`config.mk`:
```
export PLATFORM = sky130hd
export DESIGN_NAME = dag_circ_addr_gen
export DESIGN_NICKNAME = d
export VERILOG_FILES = /design/src/rtl/dag_pkg.sv /design/src/rtl/dag_circ_update.sv /design/src/rtl/dag_circ_addr_gen.sv
export SDC_FILE = /design/constraint.sdc
export NUM_CORES = 1
export LEC_CHECK = 0
export ABC_AREA = 1
export ABC_CLOCK_PERIOD_IN_PS = 18500
export CORE_MARGIN = 5
export CORE_UTILIZATION = 30
export CTS_BUF_LIST = sky130_fd_sc_hd__clkbuf_4 sky130_fd_sc_hd__clkbuf_8
export DETAILED_ROUTE_END_ITERATION = 6
export GPL_ROUTABILITY_DRIVEN = 0
export GPL_TIMING_DRIVEN = 1
export PLACE_DENSITY = 0.45
export SLEW_MARGIN = 10
export SYNTH_ARGS = -nofsm -noshare
export SYNTH_HDL_FRONTEND = slang
export SYNTH_SLANG_ARGS = --single-unit
```
`constraint.sdc`:
```
create_clock -name clk -period 18.5 [get_ports clk]
set_input_delay 3.7 -clock clk [delete_from_list [all_inputs] [get_ports clk]]
set_output_delay 3.7 -clock clk [all_outputs]
set_load 0.01 [all_outputs]
```
`src/rtl/dag_pkg.sv`:
```
// Shared definitions for the data address generator: register bank codes
// and a width-parameterised bit-reverse helper.
package dag_pkg;

  typedef enum logic [1:0] {
    BANK_I = 2'b00,
    BANK_M = 2'b01,
    BANK_L = 2'b10,
    BANK_B = 2'b11
  } bank_e;

  localparam int MAX_W = 64;

  // Reverses the low w bits of v; bits at and above w come back as zero.
  function automatic logic [MAX_W-1:0] bit_rev(input logic [MAX_W-1:0] v, input int w);
    logic [MAX_W-1:0] src;
    logic [MAX_W-1:0] r;
    src = v;
    r   = '0;
    for (int k = 0; k < MAX_W; k++) begin
      if (k < w) begin
        r   = {r[MAX_W-2:0], src[0]};
        src = src >> 1;
      end
    end
    return r;
  endfunction

endpackage

```
`src/rtl/dag_circ_update.sv`:
```
// Combinational modify step: I + M with a single circular wrap inside
// the buffer [B, B+L) whenever L is non-zero.
module dag_circ_update #(
  parameter int ADDR_WIDTH = 16
) (
  input  logic [ADDR_WIDTH-1:0] i_val,
  input  logic [ADDR_WIDTH-1:0] m_val,
  input  logic [ADDR_WIDTH-1:0] l_val,
  input  logic [ADDR_WIDTH-1:0] b_val,
  output logic [ADDR_WIDTH-1:0] next_val
);

  logic [ADDR_WIDTH-1:0] sum;
  logic [ADDR_WIDTH:0]   buf_end;
  logic                  m_neg;

  assign sum     = i_val + m_val;
  // One extra bit so a buffer ending at the top of the address space compares correctly.
  assign buf_end = {1'b0, b_val} + {1'b0, l_val};
  assign m_neg   = m_val[ADDR_WIDTH-1];

  // NOTE: every output of a combinational block gets a default first so no latch is inferred.
  always_comb begin
    next_val = sum;
    if (l_val != '0) begin
      if (!m_neg && ({1'b0, sum} >= buf_end)) begin
        next_val = sum - l_val;
      end else if (m_neg && (sum < b_val)) begin
        next_val = sum + l_val;
      end
    end
  end

endmodule

```
`src/rtl/dag_circ_addr_gen.sv`:
```
// Data address generator: I/M/L/B register banks, one-cycle registered
// address output with pre/post-modify, circular wrap and bit reversal.
module dag_circ_addr_gen
  import dag_pkg::*;
#(
  parameter int ADDR_WIDTH = 16,
  parameter int NUM_REGS   = 8,
  parameter int SEL_WIDTH  = 3,
  parameter int DATA_WIDTH = 16
) (
  input  logic                  clk,
  input  logic                  reset,
  input  logic                  ps_dg_en,
  input  logic                  ps_dg_mdfy,
  input  logic                  ps_dg_brev,
  input  logic [SEL_WIDTH-1:0]  ps_dg_iadd,
  input  logic [SEL_WIDTH-1:0]  ps_dg_madd,
  input  logic                  ps_dg_wrt_en,
  input  logic [SEL_WIDTH+1:0]  ps_dg_wrt_add,
  input  logic [SEL_WIDTH+1:0]  ps_dg_rd_add,
  input  logic [DATA_WIDTH-1:0] bc_dt,
  output logic [ADDR_WIDTH-1:0] dg_dm_add,
  output logic                  dg_add_vld,
  output logic [DATA_WIDTH-1:0] dg_bc_dt
);

  logic [ADDR_WIDTH-1:0] i_reg [NUM_REGS];
  logic [ADDR_WIDTH-1:0] m_reg [NUM_REGS];
  logic [ADDR_WIDTH-1:0] l_reg [NUM_REGS];
  logic [ADDR_WIDTH-1:0] b_reg [NUM_REGS];

  logic [ADDR_WIDTH-1:0] cur_i;
  logic [ADDR_WIDTH-1:0] next_i;
  logic [ADDR_WIDTH-1:0] raw_add;
  logic [MAX_W-1:0]      rev_full;
  logic [ADDR_WIDTH-1:0] out_add;
  logic [ADDR_WIDTH-1:0] rd_val;
  logic [ADDR_WIDTH-1:0] wr_val;
  bank_e                 wr_bank;
  bank_e                 rd_bank;
  logic [SEL_WIDTH-1:0]  wr_idx;
  logic [SEL_WIDTH-1:0]  rd_idx;

  assign cur_i   = i_reg[ps_dg_iadd];
  assign wr_bank = bank_e'(ps_dg_wrt_add[SEL_WIDTH+1:SEL_WIDTH]);
  assign wr_idx  = ps_dg_wrt_add[SEL_WIDTH-1:0];
  assign rd_bank = bank_e'(ps_dg_rd_add[SEL_WIDTH+1:SEL_WIDTH]);
  assign rd_idx  = ps_dg_rd_add[SEL_WIDTH-1:0];
  assign wr_val  = bc_dt[ADDR_WIDTH-1:0];

  dag_circ_update #(
    .ADDR_WIDTH(ADDR_WIDTH)
  ) u_update (
    .i_val   (cur_i),
    .m_val   (m_reg[ps_dg_madd]),
    .l_val   (l_reg[ps_dg_iadd]),
    .b_val   (b_reg[ps_dg_iadd]),
    .next_val(next_i)
  );

  assign raw_add  = ps_dg_mdfy ? next_i : cur_i;
  assign rev_full = bit_rev(MAX_W'(raw_add), ADDR_WIDTH);
  assign out_add  = ps_dg_brev ? rev_full[ADDR_WIDTH-1:0] : raw_add;

  always_comb begin
    rd_val = '0;
    case (rd_bank)
      BANK_I:  rd_val = i_reg[rd_idx];
      BANK_M:  rd_val = m_reg[rd_idx];
      BANK_L:  rd_val = l_reg[rd_idx];
      BANK_B:  rd_val = b_reg[rd_idx];
      default: rd_val = '0;
    endcase
  end

  // NOTE: sequential state uses non-blocking assignments, so every read in this
  // block sees the pre-edge value and no same-cycle forwarding can occur.
  always_ff @(posedge clk) begin
    if (!reset) begin
      // NOTE: the register banks are architecturally visible and must read 0
      // after reset, so they are cleared here rather than left uninitialised.
      for (int k = 0; k < NUM_REGS; k++) begin
        i_reg[k] <= '0;
        m_reg[k] <= '0;
        l_reg[k] <= '0;
        b_reg[k] <= '0;
      end
      dg_dm_add  <= '0;
      dg_add_vld <= 1'b0;
      dg_bc_dt   <= '0;
    end else begin
      dg_add_vld <= ps_dg_en;
      if (ps_dg_en) begin
        dg_dm_add <= out_add;
        if (!ps_dg_mdfy) begin
          i_reg[ps_dg_iadd] <= next_i;
        end
      end
      // Placed after the post-modify update so an explicit I write to the same index wins.
      if (ps_dg_wrt_en) begin
        case (wr_bank)
          BANK_I:  i_reg[wr_idx] <= wr_val;
          BANK_M:  m_reg[wr_idx] <= wr_val;
          BANK_L:  l_reg[wr_idx] <= wr_val;
          BANK_B:  b_reg[wr_idx] <= wr_val;
          default: ;
        endcase
      end
      dg_bc_dt <= DATA_WIDTH'(rd_val);
    end
  end

endmodule

```
==> results of run 1 <==
[final cells by class]
class,instances,area share
Clock inverter,45,0.008641
Clock buffer,142,0.04686
Timing Repair Buffer,159,0.03788
Multi-Input combinational cell,2671,0.3825
Sequential cell,545,0.4377
Inverter,367,0.03795
Tap cell,1414,0.04829
Antenna cell,2,0.0001366
[stage by stage]
stage	setup slack [ns]	hold WS (ns)	utilization	instance area [µm²]	instances
2_1_floorplan	9.515	0.4900	-	32620	3864
3_3_place_gp	7.022	0.4585	0.3192	34600	5156
3_5_place_dp	7.003	0.4571	0.3192	34600	5156
4_1_cts	7.787	0.4663	0.3379	36630	5343
5_1_grt	7.049	0.4868	0.3380	36630	5345
6_report	7.344	0.4681	0.3380	36630	5345
[worst register-to-register path, cell delays in order (launching register included)]
cell and delay, ns:
edfxtp_1 0.33, inv_1 0.05, a21oi_1 0.10, o21ai_0 0.10, o21ai_0 0.12, nor2_1 0.06
a31oi_1 0.71, fa_1 0.42, nand3_1 0.11, nand3_1 0.14, nand3_1 0.14, nand3_1 0.17
a21oi_1 0.08, nor2_1 0.09, nor2_1 0.06, xnor2_1 0.80, ha_1 0.39, nand2_1 0.07
o21ai_0 0.11, nor2_1 0.78, nand3_2 0.48, nand2_1 0.16, nand3_1 0.14, nand3_1 0.11
nand2_1 0.14, inv_1 0.25, o22ai_1 0.11
[per-layer routing]
layer / part of all wire / GRT usage
met4: 0.046 / 0.1010
met1: 0.43 / 0.3300
met3: 0.077 / 0.03587
met5: 0.00012 / 0
met2: 0.45 / 0.3886
[power by group through the flow]
stage               Clock (mW)  Sequential (mW)  Combinational (mW)
global placement             0             1.48                1.25
finish                    1.21             1.46                1.27
global route              1.28             1.46                1.37
floorplan                    0             1.47               0.790
CTS                       1.23             1.46                1.25
detailed placement           0             1.48                1.24
[cell families (layout without fill, tap and decap cells)]
group,after synthesis,after routing,share of synthesized area
and+or+nand+nor,1452,1452,0.1828
AOI/OAI and AO/OA,1078,1078,0.1972
buffers and inverters,648,713,0.07912
DFF,545,545,0.4915
adders and majority gates,92,92,0.03620
xor gates and xnor gates,49,49,0.01315
other,0,2,0
[layout by cell type (no fill, tap or decap), types with 88 or more instances in the layout]
master / count
nor2_1: 612
nand2_1: 559
edfxtp_1: 512
o21ai_0: 425
inv_1: 346
a21oi_1: 222
nand3_1: 186
o22ai_1: 151
clkbuf_8: 105
o211ai_1: 96
buf_4: 89
ha_1: 88
[final timing paths]
check / startpoint / endpoint / slack, ns / depth (start not counted)
max reg2reg: m_reg[5][1] / i_reg[7][12] / 12.00 / 26
min reg2reg: dg_dm_add[5] / dg_dm_add[5] / 0.47 / 2
max: ps_dg_iadd[2] / i_reg[7][12] / 7.34 / 30
min: dg_dm_add[5] / dg_dm_add[5] / 0.47 / 2
==> metrics.cfg, run 1 <==
[run_status]
status = finished, final reports clean

[critical_path]
arrival_ns = 11.60
critical_path_buf_inv_count = 6
required_ns = 18.95
slowest_stage = clkdlybuf4s50_1
cp_common_cell = nand3_1
crit_fanout = 25
cpPeakStageDelay_ns = 0.84
crit_path_start_kind = primary input
cp-end-kind = flop
path_class = primary input to flop
cp_top_family = simple AND/OR/NAND/NOR gates

[logic_synthesis]
synth_most_common_cell = nor2_1
yosysTopAreaCell = edfxtp_1
synthesis.area_um2 = 32620
yosys-top-cells-area = edfxtp_1 47%, nor2_1 7.0%, o21ai_0 6.5%
yosys.cell_types.count = 55
synth_cells = 3864
synth_flop_cell = edfxtp_1
synth_fp_nets = 3994
synth_common_cells = 612 x nor2_1, 559 x nand2_1, 512 x edfxtp_1
yosysSeqAreaShare = 0.4915
synth_enable_flop_cells = 512
avgSynthCellArea_um2 = 8.443
synth_top_area_share = 0.4713
synthArstFlopShare = 0
synth-seq-cells = 545
synth_warnings = 0

[floorplan]
start_util = 0.3010
fp.dieW_um = 339.8
core_um2 = 108400
die_area_um2 = 115400
rows = 121
die_h_um = 339.8
ios = 71

[timing]
setup_viol_count_final = 0
finalCritPeriodShare = 0.6030
hold_viol = 0
fmax_mhz = 89.64
slew_headroom = 0.2191
rsz0062_at_grt = no
skew_ns = 0.07194
tightest_slew_ns = 1.168
min_period_ns = 11.16
setup-tns-final_ns = 0
drv_slew = 0

[drt]
antenna_left = 0
viasPerCell = 5.623
wl_per_cell_um = 27.36
drtIter0Drc = 3534
firstDrtPassIters = 6
vias = 30050
totalWireLength_um = 146200
drc = 0

[pwr]
ir_worst_vdd_uv = 48.06
p_per_area_nw_per_um2 = 107.4
switching_power_mw = 1.506
power_frac_comb = 0.323
pwr-share-seq = 0.370
p_leak_nw = 14.20
swShare = 0.3827
p_int_mw = 2.429
power_mw = 3.935
pwr-share-clk = 0.307

[clocking]
clock_sinks = 545
cts_hold_buf = 0
clockBufferDepth = 3
cts_max_level = 3
postCtsSetupRepairBufs = 0
cts_tree = yes
clk_transition_reported_paths_ns = 0.06
cts_root_buf = clkbuf_8
cts_buffers = 99
clk_latency_ns = 0.76
ctsResizeCount = 0

[final_layout]
ff_latch_area_um2 = 16040
drive_gt1_frac = 0.07661
multi_input_area_um2 = 14010
nFillCells = 11390
area_growth_pct = 12.29
finalNetCount = 3973

[grt]
grt_usage = 0.2428
grt_pass1_wl_um = 205500
antenna_found_initial = 4
grt_max_degree = 188
grt_pass1_vias = 28140
grt.overflow.total = 0

[job]
drv_cap = 0

[place]
dpl.hpwl_um = 93860
io_buffer_count = 70

[worst_hold_path]
hp-class = flop to flop

Power figures use the tool's default switching activity.
==> run 2: changes to the inputs <==
- ABC_CLOCK_PERIOD_IN_PS: 18500 -> 10500
- clock period: 18.5 -> 10.5 ns (I/O delays scaled with it)
==> run 2 against run 1 <==
Clock power is 77% higher. Register-to-register slack got worse by 7.6 ns. Cell area increased by 0.35%. Final cell count increased by 0.22%. Utilization is 0.12 points higher. Wire length increased by 0.49%. Highest routed layer unchanged. Largest cell class unchanged. Flip-flop and latch count is the same. Sequential power up 75%. Clock-buffer cell count up 5. Worst hold slack improved by 0.0020 ns. Die area stayed put. Combinational power increased by 76%.
==> metrics.cfg, run 2 (synthesis gave the netlist of run 1 again) <==
[run_status]
status = finished, final reports clean

[drt]
vias = 30150
firstDrtPassIters = 6
drc = 0
viasPerCell = 5.627
antenna_left = 0
totalWireLength_um = 146900
drtIter0Drc = 3261
wl_per_cell_um = 27.43

[grt]
grt_use_met2 = 0.3764
grt_pass1_wl_um = 208700
grt_usage = 0.2463
grt_pass1_vias = 28800
antenna_found_initial = 7
use_met3 = 0.03677
grt_max_degree = 159
grt.overflow.total = 0
top_usage_layer = met2
use_met1 = 0.3399

[timing]
setup_slack_ns = 1.961
setup_viol_count_final = 0
slew_headroom = 0.1264
rsz0062_at_grt = no
fmax_mhz = 117.1
skew_ns = 0.06164
hold_viol = 0
drv_slew = 0
setup-tns-final_ns = 0
tightest_slew_ns = 1.307
min_period_ns = 8.539
finalCritPeriodShare = 0.8133

[clocking]
clock_sinks = 545
ctsResizeCount = 0
cts_hold_buf = 0
postCtsSetupRepairBufs = 0
cts_buffers = 102
cts_tree = yes
clk_latency_ns = 0.75
cts_root_buf = clkbuf_8
clockBufferDepth = 3
clk_transition_reported_paths_ns = 0.06
cts_max_level = 3

[final_layout]
mostFrequentLayoutCell = nor2_1
drive_gt1_frac = 0.08253
area_growth_pct = 12.69
layout_common_cells = 612 x nor2_1, 559 x nand2_1, 512 x edfxtp_1
finalNetCount = 3988
fin_util = 0.3391

[floorplan]
fp.dieW_um = 339.8
rows = 121
die_area_um2 = 115400
start_util = 0.3010
ios = 71
die_h_um = 339.8
core_um2 = 108400

[critical_path]
path_class = primary input to flop
cp-end-kind = flop
arrival_ns = 8.98
r2r_start = m_reg[6][1]
reg2reg_slack_ns = 4.43
crit_fanout = 30
slowest_stage = clkdlybuf4s50_1
crit_path_start_kind = primary input
r2r_cells = 30
required_ns = 10.94
cpPeakStageDelay_ns = 0.90
r2r_end = i_reg[6][14]

[pwr]
p_per_area_nw_per_um2 = 188.7
pwr-share-seq = 0.370
p_leak_nw = 14.29
pwr-share-clk = 0.308
p_int_mw = 4.315
ir_worst_vdd_uv = 97.61
power_frac_comb = 0.322
swShare = 0.3778
switching_power_mw = 2.620
power_mw = 6.936

[job]
drv_cap = 0

[place]
io_buffer_count = 70
dp_slack_ns = 1.235
dpl.hpwl_um = 94890

[worst_hold_path]
hp-class = flop to flop
hold_start = dg_dm_add[0]
worstHoldEndpoint = dg_dm_add[0]
whs_path_depth = 2

## run 2: critical path: cells and delay by family
family	cells	cell delay [ns]
compound gates	8	1.31
xor+xnor	1	0.08
fa+ha+maj	2	0.66
buf+inv	6	2.19
simple gates	19	2.55
## run 2: layout make-up
type                       count  area [µm²]
timing repair buffer         171        1478
clock buffer                 147        1817
sequential                   545       16040
antenna                        5       12.51
tap                         1414        1769
clock inverter                37       247.7
inverter                     367        1390
fill                       11450       71640
multi-input combinational   2671       14010
## run 2: worst max-delay path by stage
| stage | start | to | slack [ns] | cells after the start |
|---|---|---|---|---|
| finish | ps_dg_iadd[2] | i_reg[3][12] | 1.96 | 36 |
| CTS | ps_dg_iadd[2] | i_reg[5][12] | 2.02 | 36 |
| floorplan | ps_dg_iadd[0] | i_reg[3][13] | 3.12 | 40 |
| global route | ps_dg_iadd[2] | i_reg[4][12] | 1.56 | 36 |
| detailed placement | ps_dg_iadd[2] | i_reg[3][12] | 1.24 | 36 |
| global placement | ps_dg_iadd[2] | i_reg[3][12] | 1.25 | 36 |
## run 2: layer usage
| metal | vias up | share of wire | routed length (µm) |
|---|---|---|---|
| met4 | 2 | 0.058 | 8466 |
| met2 | 1442 | 0.43 | 63830 |
| met1 | 14840 | 0.43 | 63410 |
| li1 | 13560 | - | - |
| met3 | 300 | 0.076 | 11230 |
| met5 | - | 0.000088 | 13 |
## run 2: metrics by stage
step                hold slack [ns]  cell area, µm²  std cells
floorplan                    0.4900           32620       3864
global placement             0.4604           34690       5168
detailed placement           0.4664           34690       5168
CTS                          0.4756           36750       5352
global route                 0.4991           36760       5356
finish                       0.4701           36760       5357
## run 2: power by group through the flow
stage          combinational (mW)  clock (mW)  sequential [mW]
5_1_grt                      2.42        2.27             2.58
6_report                     2.23        2.14             2.56
3_5_place_dp                 2.19           0             2.61
2_1_floorplan                1.39           0             2.59
4_1_cts                      2.20        2.17             2.56
3_3_place_gp                 2.20           0             2.61
